--- src/rtl/fetch_queue.sv ---
// rtl/fetch_queue.sv - fetch-to-decode instruction queue with stall hold and redirect flush
// Holds {instruction, PC+4} pairs; head is zeroed (a NOP) whenever the queue is empty.
module fetch_queue #(
    parameter int DEPTH = 4,
    parameter int AW    = 2
) (
    input  logic          clk,
    input  logic          reset,
    input  logic [31:0]   instrf,
    input  logic [31:0]   pcplus4f,
    input  logic          validf,
    output logic          readyf,
    output logic [31:0]   instrd,
    output logic [31:0]   pcplus4d,
    output logic          validd,
    input  logic          stalld,
    input  logic          flushd,
    output logic [AW:0]   count
);

    localparam logic [AW:0] FULL = (AW+1)'(DEPTH);

    logic [31:0]   instr_mem_q [DEPTH];
    logic [31:0]   pc_mem_q    [DEPTH];
    logic [AW-1:0] rd_ptr_q, rd_ptr_d;
    logic [AW-1:0] wr_ptr_q, wr_ptr_d;
    logic [AW:0]   count_q,  count_d;
    logic          push, pop;

    assign readyf   = (count_q != FULL);
    assign validd   = (count_q != '0);
    assign count    = count_q;
    assign instrd   = validd ? instr_mem_q[rd_ptr_q] : 32'h0;
    assign pcplus4d = validd ? pc_mem_q[rd_ptr_q]    : 32'h0;

    assign push = validf & readyf;
    assign pop  = validd & ~stalld & ~flushd;

    // Reset and flush share one squash path; a same-cycle push is dropped.
    always_comb begin
        rd_ptr_d = rd_ptr_q;
        wr_ptr_d = wr_ptr_q;
        count_d  = count_q;
        if (reset || flushd) begin
            rd_ptr_d = '0;
            wr_ptr_d = '0;
            count_d  = '0;
        end else begin
            if (push) wr_ptr_d = wr_ptr_q + AW'(1);
            if (pop)  rd_ptr_d = rd_ptr_q + AW'(1);
            case ({push, pop})
                2'b10:   count_d = count_q + (AW+1)'(1);
                2'b01:   count_d = count_q - (AW+1)'(1);
                default: count_d = count_q;
            endcase
        end
    end

    always_ff @(posedge clk) begin
        rd_ptr_q <= rd_ptr_d;
        wr_ptr_q <= wr_ptr_d;
        count_q  <= count_d;
    end

    always_ff @(posedge clk) begin
        if (!reset && !flushd && push) begin
            instr_mem_q[wr_ptr_q] <= instrf;
            pc_mem_q[wr_ptr_q]    <= pcplus4f;
        end
    end

endmodule

--- config.mk ---
export PLATFORM = sky130hd
export DESIGN_NAME = fetch_queue
export DESIGN_NICKNAME = d
export VERILOG_FILES = /design/src/rtl/fetch_queue.sv
export SDC_FILE = /design/constraint.sdc
export NUM_CORES = 1
export LEC_CHECK = 0
export CAP_MARGIN = 15
export CORE_MARGIN = 8
export CORE_UTILIZATION = 43
export CTS_CLUSTER_DIAMETER = 30
export CTS_CLUSTER_SIZE = 16
export DETAILED_ROUTE_END_ITERATION = 12
export PLACE_DENSITY = 0.65
export SLEW_MARGIN = 5
export SYNTH_ARGS = -nofsm -noshare
export SYNTH_HDL_FRONTEND = slang
export SYNTH_SLANG_ARGS = --single-unit
--- constraint.sdc ---
create_clock -name clk -period 4.01 [get_ports clk]
set_input_delay 0.802 -clock clk [delete_from_list [all_inputs] [get_ports clk]]
set_output_delay 0.802 -clock clk [all_outputs]
set_load 0.01 [all_outputs]
==> out/metrics.yaml <==
power:
  leakage_nw: 4.347
  p_seq_share_pct: 42.5
  power.total_mw: 7.245
  p_sw_mw: 1.370
  powerDensity_mw_per_mm2: 536.0
  p_sw_share_pct: 18.91
  comb_power_share_pct: 4.2
  clockPowerShare_pct: 53.3
  peakVddDrop_mv: 0.3746
  p_int_mw: 5.875
synth:
  synth-async-reset-ratio_pct: 0
  ys.flop_type: "edfxtp_1"
  yosysMostFrequentCell: "edfxtp_1"
  netlist_instances: 460
  synth-edff-count: 256
  syn_avg_cell_area_um2: 22.11
  synth_top_area_share_pct: 75.57
  synth_area_leaders: "edfxtp_1, mux4_2, and2_1"
  synth_seq_area_share_pct: 77.34
  synthDistinctLibCells: 28
  yosysTopAreaCell: "edfxtp_1"
  synth_area_mm2: 0.01017
  synth_common_cells: "edfxtp_1, and2_1, mux4_2"
  yosys_warnings: 0
  syn-num-nets: 535
  ys_ff_latch: 265
sta:
  fmax_ghz: 0.2834
  skew_ps: 9.592
  setup_violations: 0
  post-route-period-util_pct: 88.00
  hold_viol: 0
  slew_headroom_pct: 58.07
  worst_slew_pin_slew_ps: 628.9
  rsz0062_at_grt: "false"
  min_period_ps: 3529
  setup-tns-final_ps: 0
  slew_violations: 0
  fin_ws_ps: 481.4
floorplan:
  die-area_mm2: 0.02883
  num_io_pins: 138
  die_y_um: 169.8
  die_w_um: 169.8
  coreArea_mm2: 0.02333
  rows: 56
  initial_core_util_pct: 43.60
worst_setup_path:
  reg2reg_from: "count[2]"
  cp-end-kind: "output pin"
  critPathMaxFanout: 23
  crit_arrival_ps: 2730
  start_kind: "register"
  path_class: "register to output pin"
  cp.required_ps: 3210
routing:
  antenna_left: 0
  dr.pass1.iters: 4
  wl_per_cell_um: 20.59
  route.detailed.drc: 0
  via_per_inst: 5.014
  drt_iter0_drc: 237
  vias: 4929
  drt_wl_total_um: 20240
min_path:
  hp-class: "register to register"
  min_from: "rd_ptr_q[0]"
placement:
  place_congestion: 0.6573
  hpwl_um: 12090
  placed_area_mm2: 0.01197
  dp_worst_setup_slack_ps: 941.8
  placed_cells: 903
  numPortBuffers: 137
clocking:
  h-tree-depth: 2
  cts_buffers: 43
  ctsHoldBuffers: 0
  post_cts_buffers: 0
  cts.path.max_buffers: 3
  root_buffer: "clkbuf_16"
  clk-insertion-delay-late_ps: 500
  cts.sink_count: 265
  cts_resized: 0
  clk_pin_slew_worst_paths_ps: 50
  cts_tree: "yes"
job:
  drv_cap: 0
cells_and_area:
  fin_area_mm2: 0.01352
  stdcell_count: 983
  syn2layout_area_growth_pct: 32.89
  num-nets-final: 704
  drive_gt1_share_pct: 22.78
outcome:
  status: "complete, no violations"
global_routing:
  track_usage_pct: 14.26
  grt_pass1_vias: 5621
  grt_pass1_wl_um: 31570
  grt_max_degree: 66
  grt-ovfl-total: 0
  antenna_found_initial: 1
## registers in the layout (all words and copies together), names as in the netlist, named ones only
register,count
count,3
rd_ptr_q,2
pc_mem_q,128
wr_ptr_q,2
instr_mem_q,128
## power groups by stage
| stage | sequential (mW) | clock (mW) | combinational (mW) |
|---|---|---|---|
| 2_1_floorplan | 3.13 | 0 | 0.115 |
| 3_3_place_gp | 3.13 | 0 | 0.299 |
| 3_5_place_dp | 3.13 | 0 | 0.307 |
| 4_1_cts | 3.08 | 3.93 | 0.308 |
| 5_1_grt | 3.08 | 4.05 | 0.326 |
| 6_report | 3.08 | 3.86 | 0.301 |
## layer usage
metal  part of all wire (%)  routed length [µm]  GRT usage (%)
met5                      0                   0              0
met4                    2.0                 403          4.348
met3                    5.1                1028          3.699
met2                     53               10630          25.48
met1                     40                8172          16.58
## cell families after synthesis
kind of cell	count (synthesis)	synth area share, %
buffers and inverters	29	1.710
and+or+nand+nor	84	5.117
DFF	265	77.34
muxes	64	14.28
xor gates and xnor gates	2	0.1722
AOI/OAI and AO/OA	10	0.5658
adders and majority gates	6	0.8118
## worst max-delay path, stage by stage (launching register included)
cell and delay, ps:
dfxtp_4 650, buf_4 340, mux4_2 530, and2_1 210, clkdlybuf4s50_1 490
## path summary, 6_finish.rpt
check	to	slack, ps	cells after the start
hold reg to reg	register	510	2
setup reg to reg	count[2]	1500	9
hold / removal	register	510	2
setup / recovery	pcplus4d[30]	480	4
## final cells by class
type | instances | area, µm²
flip-flops and latches | 265 | 7875
diodes | 1 | 2.502
fillers | 1682 | 9814
repair buffers | 146 | 1514
inverters | 7 | 26.28
well taps | 319 | 399.1
clock buffers | 50 | 1145
clock inverters | 29 | 405.4
multi-input cells | 166 | 2151
## placed cells by master, fill, tap and decap left out, types with 2 or more instances in the layout
| cell | n |
|---|---|
| edfxtp_1 | 256 |
| clkdlybuf4s50_1 | 137 |
| and2_1 | 64 |
| mux4_2 | 61 |
| clkbuf_16 | 45 |
| bufinv_16 | 9 |
| dfxtp_1 | 7 |
| inv_1 | 6 |
| clkinv_2 | 6 |
| buf_12 | 6 |
| a21oi_1 | 5 |
| ha_1 | 5 |
| clkbuf_1 | 5 |
| nor2_1 | 4 |
| and3_4 | 4 |
| o21ai_0 | 4 |
| clkinv_1 | 4 |
| clkinv_4 | 4 |
| mux4_1 | 3 |
| or3_1 | 3 |
| buf_4 | 3 |
| xor2_1 | 2 |
| nand4_1 | 2 |
| dfxtp_4 | 2 |
| clkinvlp_4 | 2 |
| inv_6 | 2 |
| inv_8 | 2 |
## stage by stage
| stage | utilization (%) | hold slack, ps |
|---|---|---|
| detailed placement | 51.28 | 505.8 |
| floorplan | - | 459.1 |
| finish | 57.94 | 513.7 |
| CTS | 57.93 | 511.4 |
| global placement | 51.28 | 456.5 |
| global route | 57.94 | 530.3 |
Power figures use the tool's default switching activity.
